==> src/rtl/mult_arbiter_pkg.sv <==
// mult_arbiter_pkg: shared types and constants for the two-requester
// multiplier arbiter.
//   state_t : arbiter FSM state (IDLE, ISSUE, WAIT, DONE)
//   OP_W    : operand width of the shared multiplier
//   PROD_W  : product width (full, untruncated)
//   NREQ    : number of requesters
//   onehot  : requester index -> one-hot grant/done vector
package mult_arbiter_pkg;

  localparam int OP_W   = 4;
  localparam int PROD_W = 8;
  localparam int NREQ   = 2;

  typedef enum logic [1:0] {
    IDLE  = 2'd0,
    ISSUE = 2'd1,
    WAIT  = 2'd2,
    DONE  = 2'd3
  } state_t;

  function automatic logic [NREQ-1:0] onehot(input logic idx);
    return idx ? 2'b10 : 2'b01;
  endfunction

endpackage

==> src/rtl/mult_arbiter_if.sv <==
// mult_arbiter_if: requester and multiplier-side signals of mult_arbiter.
//   req        : per-requester request, held with stable operands until done
//   a0/b0      : requester 0 operands
//   a1/b1      : requester 1 operands
//   gnt        : one-hot grant, high from ISSUE through DONE
//   done       : one-cycle completion pulse per requester
//   product    : result, nonzero only while a done bit is high
//   err        : one-cycle timeout flag, coincident with done
//   mul_start  : start level to the shared multiplier
//   mul_a/b    : latched multiplier operands
//   mul_o      : multiplier product
//   mul_finish : multiplier completion, mul_o valid in the same cycle
// Handshake: a requester raises req with operands stable and keeps them until
// its done pulse; the multiplier sees a level mul_start and answers with a
// single mul_finish cycle carrying mul_o.
// modport slave is the arbiter's view, master is the environment's view.
interface mult_arbiter_if;
  import mult_arbiter_pkg::*;

  logic [NREQ-1:0]   req;
  logic [OP_W-1:0]   a0;
  logic [OP_W-1:0]   b0;
  logic [OP_W-1:0]   a1;
  logic [OP_W-1:0]   b1;
  logic [NREQ-1:0]   gnt;
  logic [NREQ-1:0]   done;
  logic [PROD_W-1:0] product;
  logic              err;
  logic              mul_start;
  logic [OP_W-1:0]   mul_a;
  logic [OP_W-1:0]   mul_b;
  logic [PROD_W-1:0] mul_o;
  logic              mul_finish;

  modport slave (
    input  req, a0, b0, a1, b1, mul_o, mul_finish,
    output gnt, done, product, err, mul_start, mul_a, mul_b
  );

  modport master (
    output req, a0, b0, a1, b1, mul_o, mul_finish,
    input  gnt, done, product, err, mul_start, mul_a, mul_b
  );

endinterface

==> src/rtl/rr_arbiter2.sv <==
// rr_arbiter2: two-requester round-robin selector with last-served pointer.
//   clk, reset_n : clock, synchronous active-low reset
//   req          : request vector
//   update       : load the last-served pointer with served
//   served       : index of the requester just completed
//   winner       : selected requester index (meaningful when req != 0)
// The pointer resets to requester 1 so requester 0 wins the first tie.
module rr_arbiter2 (
  input  logic       clk,
  input  logic       reset_n,
  input  logic [1:0] req,
  input  logic       update,
  input  logic       served,
  output logic       winner
);

  logic last;

  always_ff @(posedge clk) begin
    if (!reset_n) begin
      last <= 1'b1;
    end else if (update) begin
      last <= served;
    end
  end

  always_comb begin
    winner = 1'b0;
    if (req == 2'b11) begin
      winner = ~last;
    end else if (req[1]) begin
      winner = 1'b1;
    end
  end

endmodule

==> src/rtl/mult_arbiter.sv <==
// mult_arbiter: shares one 4x4 shift/add multiplier between two requesters.
//   clk       : rising-edge clock
//   reset_n   : synchronous active-low reset
//   bus       : mult_arbiter_if.slave (requesters + multiplier)
//   dbg_state : current FSM state
// Parameter TIMEOUT_CYCLES: WAIT cycles allowed before giving up on
// mul_finish. Only used when MULT_ARBITER_TIMEOUT_EN is defined; without it
// WAIT is unbounded and err is tied low.
module mult_arbiter
  import mult_arbiter_pkg::*;
#(
  parameter int TIMEOUT_CYCLES = 32
) (
  input  logic              clk,
  input  logic              reset_n,
  mult_arbiter_if.slave     bus,
  output state_t            dbg_state
);

  state_t            state;
  logic              winner_q;
  logic [NREQ-1:0]   gnt_q;
  logic [NREQ-1:0]   done_q;
  logic [PROD_W-1:0] product_q;
  logic              mul_start_q;
  logic [OP_W-1:0]   mul_a_q;
  logic [OP_W-1:0]   mul_b_q;
  logic              rr_winner;
  logic              rr_update;

`ifdef MULT_ARBITER_TIMEOUT_EN
  localparam int CNT_W = $clog2(TIMEOUT_CYCLES + 1);
  logic [CNT_W-1:0] to_cnt;
  logic             err_q;
`endif

  // The pointer moves while DONE is shown, so the next IDLE cycle already
  // sees the requester just served as "last".
  assign rr_update = (state == DONE);

  rr_arbiter2 u_rr (
    .clk     (clk),
    .reset_n (reset_n),
    .req     (bus.req),
    .update  (rr_update),
    .served  (winner_q),
    .winner  (rr_winner)
  );

  always_ff @(posedge clk) begin
    if (!reset_n) begin
      state       <= IDLE;
      winner_q    <= 1'b0;
      gnt_q       <= '0;
      done_q      <= '0;
      product_q   <= '0;
      mul_start_q <= 1'b0;
      mul_a_q     <= '0;
      mul_b_q     <= '0;
`ifdef MULT_ARBITER_TIMEOUT_EN
      to_cnt      <= '0;
      err_q       <= 1'b0;
`endif
    end else begin
      case (state)
        IDLE: begin
          if (|bus.req) begin
            // Operands are captured here so later changes cannot disturb
            // the running multiply.
            winner_q    <= rr_winner;
            gnt_q       <= onehot(rr_winner);
            mul_start_q <= 1'b1;
            mul_a_q     <= rr_winner ? bus.a1 : bus.a0;
            mul_b_q     <= rr_winner ? bus.b1 : bus.b0;
            state       <= ISSUE;
          end
        end
        ISSUE: begin
`ifdef MULT_ARBITER_TIMEOUT_EN
          to_cnt <= '0;
`endif
          state  <= WAIT;
        end
        WAIT: begin
          if (bus.mul_finish) begin
            product_q   <= bus.mul_o;
            done_q      <= onehot(winner_q);
            mul_start_q <= 1'b0;
            state       <= DONE;
          end
`ifdef MULT_ARBITER_TIMEOUT_EN
          else if (to_cnt == CNT_W'(TIMEOUT_CYCLES - 1)) begin
            product_q   <= '0;
            done_q      <= onehot(winner_q);
            err_q       <= 1'b1;
            mul_start_q <= 1'b0;
            state       <= DONE;
          end else begin
            to_cnt <= to_cnt + 1'b1;
          end
`endif
        end
        DONE: begin
          gnt_q     <= '0;
          done_q    <= '0;
          product_q <= '0;
`ifdef MULT_ARBITER_TIMEOUT_EN
          err_q     <= 1'b0;
`endif
          state     <= IDLE;
        end
        default: state <= IDLE;
      endcase
    end
  end

  assign bus.gnt       = gnt_q;
  assign bus.done      = done_q;
  assign bus.product   = product_q;
  assign bus.mul_start = mul_start_q;
  assign bus.mul_a     = mul_a_q;
  assign bus.mul_b     = mul_b_q;
  assign dbg_state     = state;

`ifdef MULT_ARBITER_TIMEOUT_EN
  assign bus.err = err_q;
`else
  assign bus.err = 1'b0;
`endif

endmodule

==> src/flat_wrapper.sv <==
// flat-port wrapper written by rule: the top's interface ports become plain ports
module mult_arbiter_flat import mult_arbiter_pkg::*;
#(
  parameter int TIMEOUT_CYCLES = 32
)
  (clk, reset_n, dbg_state, bus_req, bus_a0, bus_b0, bus_a1, bus_b1, bus_mul_o, bus_mul_finish, bus_gnt, bus_done, bus_product, bus_err, bus_mul_start, bus_mul_a, bus_mul_b);
  mult_arbiter_if bus_i ();
  input  logic clk;
  input  logic reset_n;
  output state_t dbg_state;
  input wire logic [$bits(bus_i.req)-1:0] bus_req;
  input wire logic [$bits(bus_i.a0)-1:0] bus_a0;
  input wire logic [$bits(bus_i.b0)-1:0] bus_b0;
  input wire logic [$bits(bus_i.a1)-1:0] bus_a1;
  input wire logic [$bits(bus_i.b1)-1:0] bus_b1;
  input wire logic [$bits(bus_i.mul_o)-1:0] bus_mul_o;
  input wire logic [$bits(bus_i.mul_finish)-1:0] bus_mul_finish;
  output wire logic [$bits(bus_i.gnt)-1:0] bus_gnt;
  output wire logic [$bits(bus_i.done)-1:0] bus_done;
  output wire logic [$bits(bus_i.product)-1:0] bus_product;
  output wire logic [$bits(bus_i.err)-1:0] bus_err;
  output wire logic [$bits(bus_i.mul_start)-1:0] bus_mul_start;
  output wire logic [$bits(bus_i.mul_a)-1:0] bus_mul_a;
  output wire logic [$bits(bus_i.mul_b)-1:0] bus_mul_b;
  assign bus_i.req = bus_req;
  assign bus_i.a0 = bus_a0;
  assign bus_i.b0 = bus_b0;
  assign bus_i.a1 = bus_a1;
  assign bus_i.b1 = bus_b1;
  assign bus_i.mul_o = bus_mul_o;
  assign bus_i.mul_finish = bus_mul_finish;
  assign bus_gnt = bus_i.gnt;
  assign bus_done = bus_i.done;
  assign bus_product = bus_i.product;
  assign bus_err = bus_i.err;
  assign bus_mul_start = bus_i.mul_start;
  assign bus_mul_a = bus_i.mul_a;
  assign bus_mul_b = bus_i.mul_b;
  mult_arbiter #(.TIMEOUT_CYCLES(TIMEOUT_CYCLES)) u_core (.clk(clk), .reset_n(reset_n), .bus(bus_i), .dbg_state(dbg_state));
endmodule
==> config.mk <==
export PLATFORM = sky130hd
export DESIGN_NAME = mult_arbiter_flat
export DESIGN_NICKNAME = d
export VERILOG_FILES = /design/src/rtl/mult_arbiter_pkg.sv /design/src/rtl/mult_arbiter_if.sv /design/src/rtl/rr_arbiter2.sv /design/src/rtl/mult_arbiter.sv /design/src/flat_wrapper.sv
export SDC_FILE = /design/constraint.sdc
export NUM_CORES = 1
export LEC_CHECK = 0
export ABC_CLOCK_PERIOD_IN_PS = 1900
export CAP_MARGIN = 20
export CORE_UTILIZATION = 40
export DETAILED_ROUTE_END_ITERATION = 8
export DONT_BUFFER_PORTS = 1
export PLACE_DENSITY = 0.55
export SYNTH_ARGS = -nofsm -noshare
export SYNTH_HDL_FRONTEND = slang
export SYNTH_SLANG_ARGS = --single-unit
==> constraint.sdc <==
create_clock -name clk -period 1.9 [get_ports clk]
set_clock_uncertainty 0.15 [all_clocks]
set_input_delay 0.38 -clock clk [delete_from_list [all_inputs] [get_ports clk]]
set_output_delay 0.38 -clock clk [all_outputs]
set_load 0.02 [all_outputs]
### Word-level counts from Yosys, hierarchy flattened

Index checks and enable logic that the tools add are counted.

| storage, ports and cells | value |
|---|---|
| bits of input ports | 29 |
| word-level logic and storage cells | 44 |
| RAM bits | 0 |
| memory bits (read-only) | 0 |
| memories | 0 |
| bits in latches | 0 |
| register bits | 25 |

| operators by class | value |
|---|---|
| bitwise operators | 1 |
| reductions and logical operators | 10 |
| divide/modulo/power cells | 0 |
| $lt $le $gt $ge | 0 |
| shifts and indexed selects | 0 |
| add/sub/neg operators | 0 |
| $mul | 0 |
| equality and inequality tests | 6 |
| mux-type cells | 18 |

Operators by type and width:

| kind | count |
|---|---|
| $pmux 8 s2 | 1 |
| $mux 2 | 6 |
| $mux 4 | 2 |
| $mux 8 | 1 |
| $pmux 2 s2 | 2 |
| $pmux 2 s4 | 1 |
| $reduce_and 2->1 | 4 |
| $eq 2x2->1 const B | 3 |
| $reduce_bool 2->1 | 3 |
| $mux 1 | 4 |
| $reduce_and 3->1 | 1 |
| $eq 2x1->1 const B | 1 |
| $logic_not 2->1 | 1 |
| $ne 2x1->1 const B | 1 |
| $ne 2x2->1 const B | 1 |
| $pmux 1 s2 | 1 |
| $reduce_or 2->1 | 1 |
| $not 1->1 | 1 |

### Longest topological paths before layout

Gate-level depths: netlist (run 1).

| logic depth | value |
|---|---|
| word-level depth | 5 |
| mapped depth | 6 |
| gate-level depth less buffers | 5 |

### Hierarchy

A second synthesis (run 1) with hierarchy kept.

| unflattened totals | value |
|---|---|
| cell total of the unflattened synthesis | 114 |
| area, all modules | 1148.6 um^2 |

By module, submodules not included:

| module | instances | area an instance (um^2) | cells each |
|---|---|---|---|
| mult_arbiter | 1 | 1107.3 | 110 |
| rr_arbiter2 | 1 | 41.3 | 4 |

### Worst setup path after synthesis (run 1)

No wires, ideal clock.

| timing path | value |
|---|---|
| kind | register to register |
| from | register u_core.state[0], in the netlist u_core.dbg_state[0] |
| to | register u_core.done_q[0], in the netlist u_core.bus.done[0] |
| period minus slack after synthesis | 1.645 ns |
| slack | 0.255 ns |
| stages on the path, launching flop included | 6 |
| library setup time | 0.070 ns |
| data arrival time | 1.425 ns |
| buffers on the path | 0 |
| path through | dfxtp_1 -> inv_1 -> ha_1 -> mux2i_1 -> or3_1 -> a21boi_1 |

| between the ends | value |
|---|---|
| cells in the longest elaborated chain, start to end | 3 |

Ends and longest elaborated chain:

| item | RTL line | text |
|---|---|---|
| from (decl) | mult_arbiter.sv:20 | `state_t state;` |
| from (signal assigned) | mult_arbiter.sv:52 | `state <= IDLE;` |
| from (signal assigned) | mult_arbiter.sv:75 | `state <= ISSUE;` |
| from (signal assigned) | mult_arbiter.sv:82 | `state <= WAIT;` |
| $eq 2x2->1 | mult_arbiter.sv:65 | `case (state)` |
| $ne 2x2->1 (no source line) / $reduce_bool 2->1 (equally long branches) | n/a |  |
| $reduce_and 2->1 (no source line) | n/a |  |
| to (signal assigned) | mult_arbiter.sv:87 | `done_q <= onehot(winner_q);` |
| to (decl) | mult_arbiter.sv:23 | `logic [NREQ-1:0] done_q;` |

Parallel ways exist; a longest one is shown, timed or not.
A chain may end at the register's enable or synchronous reset.

### Worst setup path after layout (run 1)

| timing path | value |
|---|---|
| from | register u_core.state[0], in the netlist u_core.dbg_state[0] |
| to | register u_core.product_q[7], in the netlist u_core.bus.product[7] |

| between the ends | value |
|---|---|
| cells in the longest elaborated chain, start to end | 3 |

Ends and longest elaborated chain:

| item | RTL line | text |
|---|---|---|
| $eq 2x2->1 | mult_arbiter.sv:65 |  |
| $ne 2x2->1 (no source line) / $reduce_bool 2->1 (equally long branches) | n/a |  |
| $reduce_and 2->1 (no source line) | n/a |  |
| to (signal assigned) | mult_arbiter.sv:86 | `product_q <= bus.mul_o;` |
| to (decl) | mult_arbiter.sv:24 | `logic [PROD_W-1:0] product_q;` |

Parallel ways exist; a longest one is shown, timed or not.

==> results of run 1 <==
flip-flops by register name, summed over array words and instances (netlist names):
signal / cells
u_core.bus.done: 2
u_core.bus.gnt: 2
u_core.bus.mul_a: 4
u_core.bus.mul_b: 4
u_core.bus.mul_start: 1
u_core.bus.product: 8
u_core.dbg_state: 2
u_core.u_rr.last: 1
u_core.winner_q: 1
area by class of cell:
class,count,area (um2)
multi-input combinational,90,614
fill,278,1520
tap,31,38.8
inverter,2,7.51
clock buffer,4,26.3
timing repair buffer,7,55.1
sequential,25,500
critical path, cell delays in order, from the launching register on:
cell      delay (ns)
dfxtp_1         0.41
inv_1           0.10
ha_1            0.23
buf_4           0.16
mux2_4          0.35
nand3b_1        0.10
a21boi_0        0.08
synthesized netlist by cell type (all sizes together):
library cell  number
o21ai             11
nor3b              1
a21boi            14
mux2               1
or3                1
o31a               1
nand2             15
nor2               2
a21oi              8
nand4              1
a32oi              1
buf                4
mux2i             10
clkbuf             3
inv                2
nand2b             2
conb               1
o21a               2
nand3b             9
dfxtp             25
ha                 5
nand3              1
nor2b              3
a22oi              1
kinds of logic after synthesis:
| family | count (synthesis) | share of synthesized area, % |
|---|---|---|
| mux | 11 | 9.94 |
| compound gates | 38 | 20.7 |
| buf+inv | 9 | 3.78 |
| fa+ha+maj | 5 | 5.40 |
| flops | 25 | 43.2 |
| simple gates | 35 | 16.6 |
| other cells | 1 | 0.324 |
placed cells by master, fill, tap and decap left out, drive strengths merged, types with 3 or more instances in the layout:
cell	n
a21boi	14
mux2i	10
nand2	15
dfxtp	25
ha	5
a21oi	8
o21ai	11
nor2b	3
buf	6
nand3b	9
clkbuf	4
repair_timing:
item,4_1_cts,5_1_grt
setup buffers,0,0
hold buffers,1,0
endpoints found under the setup margin,0,0
hold endpoints to repair,1,0
final timing paths:
kind	from	end	slack, ns	depth (start not counted)
hold / removal	reset_n	u_core.bus.mul_b[2]$_SDFFE_PN0P_	0.04	2
hold reg to reg	u_core.u_rr.last$_SDFFE_PN1N_	u_core.u_rr.last$_SDFFE_PN1N_	0.37	2
setup / recovery	u_core.dbg_state[0]$_SDFFE_PN0P_	u_core.bus.product[7]$_SDFFE_PN0P_	0.23	6
setup reg to reg	u_core.dbg_state[0]$_SDFFE_PN0P_	u_core.bus.product[7]$_SDFFE_PN0P_	0.23	6
where the power goes:
group / internal (mW) / total [mW] / switching (mW)
logic: 0.264 / 0.592 / 0.327
clock network: 0.0821 / 0.234 / 0.152
registers: 0.664 / 0.897 / 0.233
total: 1.01 / 1.72 / 0.712
metal layers:
layer  global-route usage [%]  vias up  routed length [um]
met5                        0        -                   0
met4                     2.44        0                  19
met3                     6.74        2                 197
met2                     29.9       43                1120
met1                     15.5      398                 902
li1                         -      439                   -
per-stage QoR:
step / instances / util [%] / instance area, um2 / hold WS, ns / power [mW]
after floorplan: 124 / - / 1160 / 0.305 / 1.35
after global placement: 154 / 43.7 / 1210 / 0.297 / 1.49
after detailed placement: 154 / 43.7 / 1210 / 0.304 / 1.51
after CTS: 159 / 45.1 / 1240 / 0.0229 / 1.75
after global routing: 159 / 45.1 / 1240 / 0.0136 / 1.87
final: 159 / 45.1 / 1240 / 0.0356 / 1.72
==> results.json, run 1 <==
{
  "outcome": "finished, final reports clean",
  "crit_path_end_kind": "register",
  "drtIter0Drc": 35,
  "portBuffers": 0,
  "layout.nets": 163,
  "cp.arrival_ns": 1.73,
  "routed-via-count": 882,
  "h-tree-depth": 1,
  "postCtsResizedCells": 0,
  "yosysSeqAreaShare_pct": 43.2,
  "drive_gt1_share_pct": 8.59,
  "fin_crit_sh_pct": 87.7,
  "max_freq_mhz": 600,
  "grt_pass1_vias": 914,
  "die_x_um": 55.8,
  "holdCritPathClass": "in -> reg",
  "fp.coreArea_mm2": 0.00276,
  "chipHeight_um": 55.8,
  "root_buffer": "clkbuf_4",
  "worstSetupStartpointType": "register",
  "syn_avg_cell_area_um2": 9.34,
  "yosys_warnings": 0,
  "setup_tns_ns": 0,
  "post-place-ws_ns": 0.240,
  "synth_top_cell_by_area": "dfxtp_1",
  "clock-sinks": 25,
  "wire_per_inst_um": 14.1,
  "vias_per_cell": 5.55,
  "insertion_delay_ns": 0.31,
  "synth.area.top_cells": "dfxtp_1 43%, mux2i_1 8.6%, a21boi_0 7.1%",
  "setup_viol": 0,
  "min_period_ns": 1.67,
  "num_rows": 19,
  "drt_first_pass_iters": 4,
  "yosysTopAreaCellShare_pct": 43.2,
  "cts_buffer_depth": 2,
  "gp_congestion": 0.647,
  "antenna_found_initial": 0,
  "initial_core_util_pct": 42.0,
  "ys_ff_latch": 25,
  "diodes": 0,
  "synth_cell_types": 26,
  "die-area_mm2": 0.00312,
  "rsz0062_at_grt": "no",
  "finalHoldViolations": 0,
  "cts_tree": "yes",
  "peakVddDrop_mv": 0.668,
  "power_leakage_nw": 0.457,
  "dpl.hpwl_mm": 1.61,
  "critPathKind": "reg -> reg",
  "drc": 0,
  "critPathRequiredTime_ns": 1.96,
  "syn_to_final_growth_pct": 7.24,
  "path_max_fanout": 9,
  "syn_nets": 158,
  "grt_util_all_layers_pct": 15.5,
  "clkTransAtPathRegs_ns": 0.13,
  "wl_mm": 2.24,
  "synth_area_mm2": 0.00116,
  "numCtsBuffers": 3,
  "synthCells": 124,
  "ant_nets": 0,
  "p_per_area_mw_per_mm2": 1390,
  "slew_viol_final": 0,
  "cap_violations": 0,
  "grt_max_degree": 27,
  "grt-ovfl-total": 0,
  "grt_pass1_wl_mm": 3.87,
  "finalWorstSetupSlack_ns": 0.233,
  "io_pins": 53
}
Note: power is estimated with default switching activity, not from simulation.
==> inputs of run 2 (changes only) <==
--- a/config.mk
+++ b/config.mk
@@ -8,6 +8,7 @@
 export ABC_CLOCK_PERIOD_IN_PS = 1900
 export CAP_MARGIN = 20
 export CORE_UTILIZATION = 40
+export CTS_CLUSTER_DIAMETER = 80
 export DETAILED_ROUTE_END_ITERATION = 8
 export DONT_BUFFER_PORTS = 1
 export PLACE_DENSITY = 0.55
==> results of run 2 <==
The final DEF is identical to that of run 1; final timing and power are the same.
==> inputs of run 3 (changes only) <==
--- a/config.mk
+++ b/config.mk
@@ -15,3 +15,4 @@
 export SYNTH_ARGS = -nofsm -noshare
 export SYNTH_HDL_FRONTEND = slang
 export SYNTH_SLANG_ARGS = --single-unit
+export TNS_END_PERCENT = 1
==> results of run 3 <==
The final DEF is identical to that of run 1; final timing and power are the same.
